### src/rtl/conv_addr_gen.sv
// Sliding-window address generator: snapshots a convolution config on start and
// streams one image/weight read-address pair per kernel tap over valid/ready.
module conv_addr_gen #(
    parameter int IMG_AW = 10,
    parameter int WGT_AW = 11
) (
    input  logic              clk,
    input  logic              rst_n,
    input  logic              start,
    input  logic [2:0]        kernel_size,
    input  logic [4:0]        img_size,
    input  logic [1:0]        stride,
    input  logic [4:0]        width_size,
    input  logic [4:0]        number_kernel,
    output logic              busy,
    output logic              out_valid,
    input  logic              out_ready,
    output logic [IMG_AW-1:0] img_addr,
    output logic [WGT_AW-1:0] wgt_addr,
    output logic              win_first,
    output logic              win_last,
    output logic [4:0]        kern_idx,
    output logic              done,
    output logic              err
);

    typedef enum logic [1:0] {S_IDLE, S_CHECK, S_RUN, S_FIN} state_t;

    state_t state, state_nxt;

    logic [2:0] k_q;
    logic [4:0] n_q, p_q, m_q, o_q;
    logic [1:0] s_q;

    logic [4:0] m_cnt, orow, ocol;
    logic [2:0] kr, kc;

    logic [4:0] m_n, orow_n, ocol_n;
    logic [2:0] kr_n, kc_n;

    logic cfg_bad, fire, last_beat;
    logic kc_wrap, kr_wrap, ocol_wrap, orow_wrap, m_wrap;
    logic [4:0] diff, o_calc;
    logic [1:0] s_div;
    logic [IMG_AW-1:0] img_calc;
    logic [WGT_AW-1:0] wgt_calc;

    // Config legality and output-grid size, evaluated from the snapshot in CHECK.
    always_comb begin
        cfg_bad = (k_q == 3'd0) || (s_q == 2'd0) || (m_q == 5'd0) ||
                  ({2'b00, k_q} > n_q) || (p_q < n_q);
        s_div   = (s_q == 2'd0) ? 2'd1 : s_q;
        diff    = n_q - {2'b00, k_q};
        o_calc  = diff / {3'b000, s_div} + 5'd1;
    end

    always_comb begin
        fire      = out_valid && out_ready;
        kc_wrap   = (kc == k_q - 3'd1);
        kr_wrap   = (kr == k_q - 3'd1);
        ocol_wrap = (ocol == o_q - 5'd1);
        orow_wrap = (orow == o_q - 5'd1);
        m_wrap    = (m_cnt == m_q - 5'd1);
        last_beat = kc_wrap && kr_wrap && ocol_wrap && orow_wrap && m_wrap;

        kc_n   = kc_wrap ? 3'd0 : kc + 3'd1;
        kr_n   = kr;
        ocol_n = ocol;
        orow_n = orow;
        m_n    = m_cnt;
        if (kc_wrap) begin
            kr_n = kr_wrap ? 3'd0 : kr + 3'd1;
            if (kr_wrap) begin
                ocol_n = ocol_wrap ? 5'd0 : ocol + 5'd1;
                if (ocol_wrap) begin
                    orow_n = orow_wrap ? 5'd0 : orow + 5'd1;
                    if (orow_wrap) begin
                        m_n = m_cnt + 5'd1;
                    end
                end
            end
        end

        // Modular arithmetic at the port width equals truncating the full-precision result.
        img_calc = (IMG_AW'(orow_n) * IMG_AW'(s_q) + IMG_AW'(kr_n)) * IMG_AW'(p_q)
                 + IMG_AW'(ocol_n) * IMG_AW'(s_q) + IMG_AW'(kc_n);
        wgt_calc = WGT_AW'(m_n) * WGT_AW'(k_q) * WGT_AW'(k_q)
                 + WGT_AW'(kr_n) * WGT_AW'(k_q) + WGT_AW'(kc_n);
    end

    always_comb begin
        state_nxt = state;
        case (state)
            S_IDLE:  if (start) state_nxt = S_CHECK;
            S_CHECK: state_nxt = cfg_bad ? S_FIN : S_RUN;
            S_RUN:   if (fire && last_beat) state_nxt = S_FIN;
            S_FIN:   state_nxt = S_IDLE;
            default: state_nxt = S_IDLE;
        endcase
    end

    // NOTE: all state updates use non-blocking assignments so every register samples pre-edge values.
    always_ff @(posedge clk) begin
        if (!rst_n) begin
            state <= S_IDLE;
        end else begin
            state <= state_nxt;
        end
    end

    always_ff @(posedge clk) begin
        if (!rst_n) begin
            k_q       <= '0;
            n_q       <= '0;
            s_q       <= '0;
            p_q       <= '0;
            m_q       <= '0;
            o_q       <= '0;
            m_cnt     <= '0;
            orow      <= '0;
            ocol      <= '0;
            kr        <= '0;
            kc        <= '0;
            busy      <= 1'b0;
            out_valid <= 1'b0;
            img_addr  <= '0;
            wgt_addr  <= '0;
            win_first <= 1'b0;
            win_last  <= 1'b0;
            kern_idx  <= '0;
            done      <= 1'b0;
            err       <= 1'b0;
        end else begin
            done <= 1'b0;
            case (state)
                S_IDLE: begin
                    if (start) begin
                        k_q  <= kernel_size;
                        n_q  <= img_size;
                        s_q  <= stride;
                        p_q  <= width_size;
                        m_q  <= number_kernel;
                        err  <= 1'b0;
                        busy <= 1'b1;
                    end
                end
                S_CHECK: begin
                    if (cfg_bad) begin
                        err  <= 1'b1;
                        done <= 1'b1;
                    end else begin
                        o_q       <= o_calc;
                        m_cnt     <= '0;
                        orow      <= '0;
                        ocol      <= '0;
                        kr        <= '0;
                        kc        <= '0;
                        out_valid <= 1'b1;
                        img_addr  <= '0;
                        wgt_addr  <= '0;
                        win_first <= 1'b1;
                        win_last  <= (k_q == 3'd1);
                        kern_idx  <= '0;
                    end
                end
                S_RUN: begin
                    if (fire) begin
                        if (last_beat) begin
                            out_valid <= 1'b0;
                            done      <= 1'b1;
                        end else begin
                            m_cnt     <= m_n;
                            orow      <= orow_n;
                            ocol      <= ocol_n;
                            kr        <= kr_n;
                            kc        <= kc_n;
                            img_addr  <= img_calc;
                            wgt_addr  <= wgt_calc;
                            win_first <= (kr_n == 3'd0) && (kc_n == 3'd0);
                            win_last  <= (kr_n == k_q - 3'd1) && (kc_n == k_q - 3'd1);
                            kern_idx  <= m_n;
                        end
                    end
                end
                S_FIN: begin
                    busy <= 1'b0;
                end
                default: begin
                    busy <= 1'b0;
                end
            endcase
        end
    end

endmodule

### config.mk
export PLATFORM = sky130hd
export DESIGN_NAME = conv_addr_gen
export DESIGN_NICKNAME = d
export VERILOG_FILES = /design/src/rtl/conv_addr_gen.sv
export SDC_FILE = /design/constraint.sdc
export NUM_CORES = 1
export LEC_CHECK = 0
export CELL_PAD_IN_SITES_DETAIL_PLACEMENT = 1
export CELL_PAD_IN_SITES_GLOBAL_PLACEMENT = 1
export CORE_UTILIZATION = 42
export DETAILED_ROUTE_END_ITERATION = 6
export GPL_TIMING_DRIVEN = 1
export PLACE_DENSITY = 0.88
export SLEW_MARGIN = 20
export SYNTH_ARGS = -nofsm -noshare
export SYNTH_HDL_FRONTEND = slang
export SYNTH_SLANG_ARGS = --single-unit
### constraint.sdc
create_clock -name clk -period 7 [get_ports clk]
set_input_delay 1.4 -clock clk [delete_from_list [all_inputs] [get_ports clk]]
set_output_delay 1.4 -clock clk [all_outputs]
set_load 0.02 [all_outputs]
# Word level (Yosys, flattened, before mapping)

Cells that the tools add are included.

Multiply operators: 6
Add/sub/neg operators: 15
Divide/modulo/power cells: 1
Multiplexer cells: 64
Reduce and logical (&&, ||, !) cells: 28
$lt $le $gt $ge: 2
Bitwise operators: 1
Equality and inequality tests: 18

Operators by type and width:

| operator              | count |
|---|---|
| $mux W5               | 18 |
| $mux W11              | 3 |
| $mux W10              | 3 |
| $pmux W5 S2           | 3 |
| $mux W3               | 8 |
| $pmux W11 S2          | 1 |
| $add A5 B1 Y5 const B | 4 |
| $pmux W10 S2          | 1 |
| $eq A5 B5 Y1          | 3 |
| $mux W1               | 15 |
| $mul A5 B2 Y7         | 2 |
| $ne A2 B2 Y1 const B  | 7 |
| $eq A3 B3 Y1          | 4 |
| $pmux W1 S2           | 6 |
| $pmux W3 S2           | 2 |
| $add A11 B3 Y11       | 1 |
| $add A11 B6 Y11       | 1 |
| $mul A8 B3 Y11        | 1 |
| $add A10 B3 Y10       | 1 |
| $add A10 B7 Y10       | 1 |
| $mul A8 B5 Y10        | 1 |
| $sub A5 B1 Y5 const B | 2 |
| $logic_not A3 Y1      | 3 |
| $add A7 B3 Y8         | 1 |
| 22 further kinds      | 43 |

Input port bits: 24
Flip-flop bits (word level): 75

# Longest topological paths before layout

Word-level depth: 14
Depth in mapped cells: 37
Mapped depth without buffers: 37

# Worst setup path before layout

OpenSTA, ideal clock, no wires.

Path type: register to register
Start point: register k_q[0]
End point: register img_addr[9]
Setup time: 0.128 ns
Stages on the path, launching flop included: 36
Slack: -0.383 ns
Data arrival time: 7.255 ns
Clock period less this slack: 7.383 ns
Data required time: 6.872 ns
Path buffers: 3
Path through: dfxtp_1 > buf_2 > inv_1 > ha_1 > and3b_1 > o22ai_1 > nand2b_1 > buf_2 > or2_1 > clkbuf_1 > nand2b_1 > o21ai_0 > and2_1 > fa_1 > ha_1 > inv_1 > fa_1 > inv_1 > a21o_1 > a21oi_1 > xnor2_1 > and2_1 > fa_1 > fa_1 > fa_1 > inv_1 > fa_1 > inv_1 > ha_1 > o21ai_0 > nor2_1 > o21ai_0 > nand2b_1 > a21oi_1 > xnor2_1 > o21ai_0

Word-level cells in the longest chain between the ends: 12
Elaborated cells on any way between the ends: 32

RTL lines:

| element                | RTL line | RTL |
|---|---|---|
| from (decl)            | 31       | `logic [2:0] k_q;` |
| from (signal assigned) | 138      | `k_q <= kernel_size;` |
| $sub A3 B1 Y3          | 59, 60   |  |
| $eq A3 B3 Y1           | 60       | `kr_wrap = (kr == k_q - 3'd1);` |
| $mux W5                | 73       | `if (kr_wrap) begin` |
| $mux W5                | 71       | `if (kc_wrap) begin` |
| $mul A5 B2 Y7          | 85       | `img_calc = (IMG_AW'(orow_n) * IMG_AW'(s_q) + IMG_AW'(kr_n)) * IMG_AW'(p_q)` |
| $add A7 B3 Y8          | 85       |  |
| $mul A8 B5 Y10         | 85       |  |
| $add A10 B7 Y10        | 86       | `+ IMG_AW'(ocol_n) * IMG_AW'(s_q) + IMG_AW'(kc_n);` |
| $add A10 B3 Y10        | 86       |  |
| $mux W10               | 168      | `if (last_beat) begin` |
| $mux W10               | 167      | `if (fire) begin` |
| $pmux W10 S2           | 135      | `case (state)` |
| to (signal assigned)   | 177      | `img_addr <= img_calc;` |
| to (decl)              | 18       | `output logic [IMG_AW-1:0] img_addr,` |

Several ways; a longest one is shown, not always the timed one. The select of a mux whose other input is x is not followed.
A chain may end at the register's enable or synchronous reset.

# Worst setup path after layout

Start point: register k_q[0]
End point: register wgt_addr[10]

Word-level cells in the longest chain between the ends: 11
Elaborated cells on any way between the ends: 29

RTL lines:

| element              | RTL line | RTL |
|---|---|---|
| $sub A3 B1 Y3        | 59, 60   |  |
| $eq A3 B3 Y1         | 60       |  |
| $mux W5              | 73       |  |
| $mux W5              | 71       |  |
| $mul A5 B3 Y8        | 87       | `wgt_calc = WGT_AW'(m_n) * WGT_AW'(k_q) * WGT_AW'(k_q)` |
| $mul A8 B3 Y11       | 87       |  |
| $add A11 B6 Y11      | 88       | `+ WGT_AW'(kr_n) * WGT_AW'(k_q) + WGT_AW'(kc_n);` |
| $add A11 B3 Y11      | 88       |  |
| $mux W11             | 168      |  |
| $mux W11             | 167      |  |
| $pmux W11 S2         | 135      |  |
| to (signal assigned) | 178      | `wgt_addr <= wgt_calc;` |
| to (decl)            | 19       | `output logic [WGT_AW-1:0] wgt_addr,` |

Several ways; a longest one is shown, not always the timed one. The select of a mux whose other input is x is not followed.

==> results.json <==
{
  "worstPathArrival_ns": 7.63,
  "setup_tns_ns": -2.20,
  "layout_min_cycle_time_ns": 7.43,
  "worstSkewPairLatency_ns": 0.37,
  "place.port_buffers": 55,
  "die_h_um": 139,
  "setup_violations": 9,
  "cts_buffers": 9,
  "max-vdd-ir-drop_v": 0.000378,
  "violations": "design-rule violations, negative setup slack",
  "preCtsSetupSlack_ns": -0.396,
  "status": "complete, but fails checks",
  "syn_area_per_cell_um2": 8.48,
  "synth_fa_ha_area_frac": 0.293,
  "h-tree-depth": 3,
  "totalWireLength_um": 31800,
  "grt_max_degree": 41,
  "reg2reg_from": "k_q[0]",
  "synth_area_leader_cell": "dfxtp_1",
  "use_met3": 0.0532,
  "antenna_found_initial": 0,
  "rrSetupSlack_ns": -0.43,
  "cts.reportedPaths.clkPinSlew_ns": 0.07,
  "fin_crit_sh": 1.06,
  "synth_top_family_by_area": "adder cells",
  "final_cells": 1302,
  "place_congestion": 0.869,
  "grt_pass1_vias": 8221,
  "drive_above_1_share": 0.236,
  "cap_viol_max_count": 0,
  "dp.cells": 1242,
  "synth_area_mm2": 0.00785,
  "hpwl_um": 17600,
  "busiest_layer": "met2",
  "clk_path_buf_depth": 2,
  "hold_path_class": "reg -> reg",
  "grt-ovfl-total": 0,
  "rr_endpoint": "wgt_addr[10]",
  "cts-root-buf": "clkbuf_16",
  "yosysMostFrequentCell": "nand2_1",
  "yosysTopAreaCellShare": 0.191,
  "rsz0062_at_grt": "yes",
  "synth_common_cells": "nand2_1 (122), inv_1 (102), ha_1 (101), dfxtp_1 (75), and2_1 (62)",
  "synthSimpleGateAreaFrac": 0.213,
  "worstPathRequired_ns": 7.20,
  "synth_area_leaders": "dfxtp_1 (19%), ha_1 (16%), fa_1 (13%)",
  "holdPathEnd": "wgt_addr[8]",
  "viasPerCell": 5.98,
  "crit_top_cell": "fa_1",
  "grtUsageMet1": 0.305,
  "num_rows": 49,
  "synth-compound-area-share": 0.154,
  "worstMarginPinSlew_ns": 0.972,
  "hold_start": "wgt_addr[8]",
  "slew_headroom": 0.352,
  "syn_to_final_growth_pct": 32.5,
  "synth_edf_count": 0,
  "synth-async-reset-ratio": 0,
  "cp-end-kind": "flip-flop",
  "core_mm2": 0.0181,
  "final.setup_skew_ns": 0.0155,
  "maxSlewViolCount": 0,
  "grt_util_met2": 0.511,
  "grt_usage": 0.283,
  "drc": 2,
  "power_per_cell_area_mw_per_mm2": 296,
  "wl_per_cell_um": 24.4,
  "grt_pass1_wl_um": 42600,
  "ys_ff_latch": 75,
  "cp_max_fo": 7,
  "antenna_left": 0,
  "seq_area_frac_synth": 0.191,
  "postSynthNetCount": 1103,
  "die_w_um": 139,
  "hold_viol": 0,
  "synthMuxAreaShare": 0.00908,
  "hold_slack_ns": 0.444,
  "detailroute.via_count": 7785,
  "synthXorXnorAreaFrac": 0.0717,
  "setup.worst_path.start_class": "flip-flop",
  "setup_ws_ns": -0.431,
  "pin_count": 56,
  "hold_buffers": 0,
  "num-fill-cells": 2078,
  "leakagePower_uw": 0.00473,
  "antenna_cells": 0,
  "first_pass_iters": 7,
  "cpMaxStageDelayCell": "fa_1",
  "cpPeakStageDelay_ns": 0.69,
  "max_freq_mhz": 135,
  "whs_path_depth": 2,
  "synthCells": 926,
  "path_class": "reg -> reg",
  "cts_tree": "done",
  "p_total_uw": 3080,
  "first_iter_violations": 508,
  "synth_ff_type": "dfxtp_1",
  "rr_worst_depth": 29,
  "clock_sinks": 75,
  "ys_warn_count": 0,
  "nets": 1245,
  "synth_cell_types": 70,
  "initial_core_util": 0.433,
  "die_area_mm2": 0.0193
}
-- how the worst max path moves through the flow --
stage           start  slack, ns           end  depth (start not counted)
3_5_place_dp   o_q[1]      -0.40  wgt_addr[10]                         29
3_3_place_gp   k_q[0]       0.03   img_addr[9]                         29
4_1_cts        k_q[0]     -0.003        o_q[4]                         36
6_report       k_q[0]      -0.43  wgt_addr[10]                         29
5_1_grt        k_q[0]      -0.61  wgt_addr[10]                         29
2_1_floorplan  k_q[0]      -0.02   img_addr[9]                         32
-- per-stage QoR --
stage,instance area [um^2],utilization
5_1_grt,10400,0.573
6_report,10400,0.573
2_1_floorplan,7980,-
3_5_place_dp,9110,0.502
3_3_place_gp,9110,0.502
4_1_cts,9800,0.540
-- placed cells by master, fill, tap and decap left out, types with 7 or more instances in the layout --
cell type and count:
and2_1 58, dfxtp_1 72, nor3_1 9, a21boi_0 23
nand2_1 113, buf_4 99, nand3_1 21, nand2b_1 16
o21ai_0 13, nand2_2 7, ha_4 16, nor2_1 26
inv_2 13, nor2b_1 13, o21ai_1 19, o31ai_1 7
a21oi_1 16, ha_1 81, clkdlybuf4s50_1 55, inv_1 89
a21oi_2 8, fa_1 46, xnor2_2 7, xor2_1 18
a22o_1 24, clkbuf_16 9, a21o_1 14, xnor2_1 29
-- final cells by class --
class	instances	area [um^2]	share of cell area
inverters	103	390	0.0375
well taps	229	287	0.0275
clock buffers	10	239	0.0230
repair buffers	158	1350	0.130
flip-flops and latches	75	1510	0.145
clock inverters	6	93.8	0.00902
multi-input cells	721	6540	0.628
-- power breakdown --
group	internal, uW	leakage [uW]	switching, uW
clock	326	0.000160	225
combinational	942	0.00396	1080
sequential	457	0.000609	50.4
total	1730	0.00473	1360
-- per-layer routing --
layer  wire (um)  up-vias
met3        2060      170
met1       11600     3849
met5           0        -
li1            -     3385
met2       15800      381
met4        2310        0
-- registers in the layout, summed over array words and instances, names as in the netlist, 3 cells and up --
| register | count |
|---|---|
| p_q | 5 |
| ocol | 5 |
| m_q | 5 |
| k_q | 3 |
| img_addr | 10 |
| m_cnt | 5 |
| wgt_addr | 11 |
| kr | 3 |
| orow | 5 |
| o_q | 5 |
| kc | 3 |
| n_q | 5 |
-- cells by family after synthesis --
logic type | after synthesis
xor+xnor | 61
flops | 75
compound gates | 175
buf+inv | 130
fa+ha+maj | 153
mux | 7
simple gates | 325
-- what timing repair did --
action	in CTS	in global routing
resized for setup	47	90
pin swaps	29	84
endpoints found under the setup margin	12	13
setup buffers	17	27
-- worst max-delay path: cells and delay by family (launching register included) --
kind,cells,cell delay (ns)
AND/OR/NAND/NOR,6,1.06
XOR/XNOR,1,0.16
buffers and inverters,6,0.74
flip-flops,1,0.38
adder cells (fa/ha/maj),8,3.66
AO/OA/AOI/OAI,8,1.25
No activity file was read; power rests on OpenSTA's default activity.
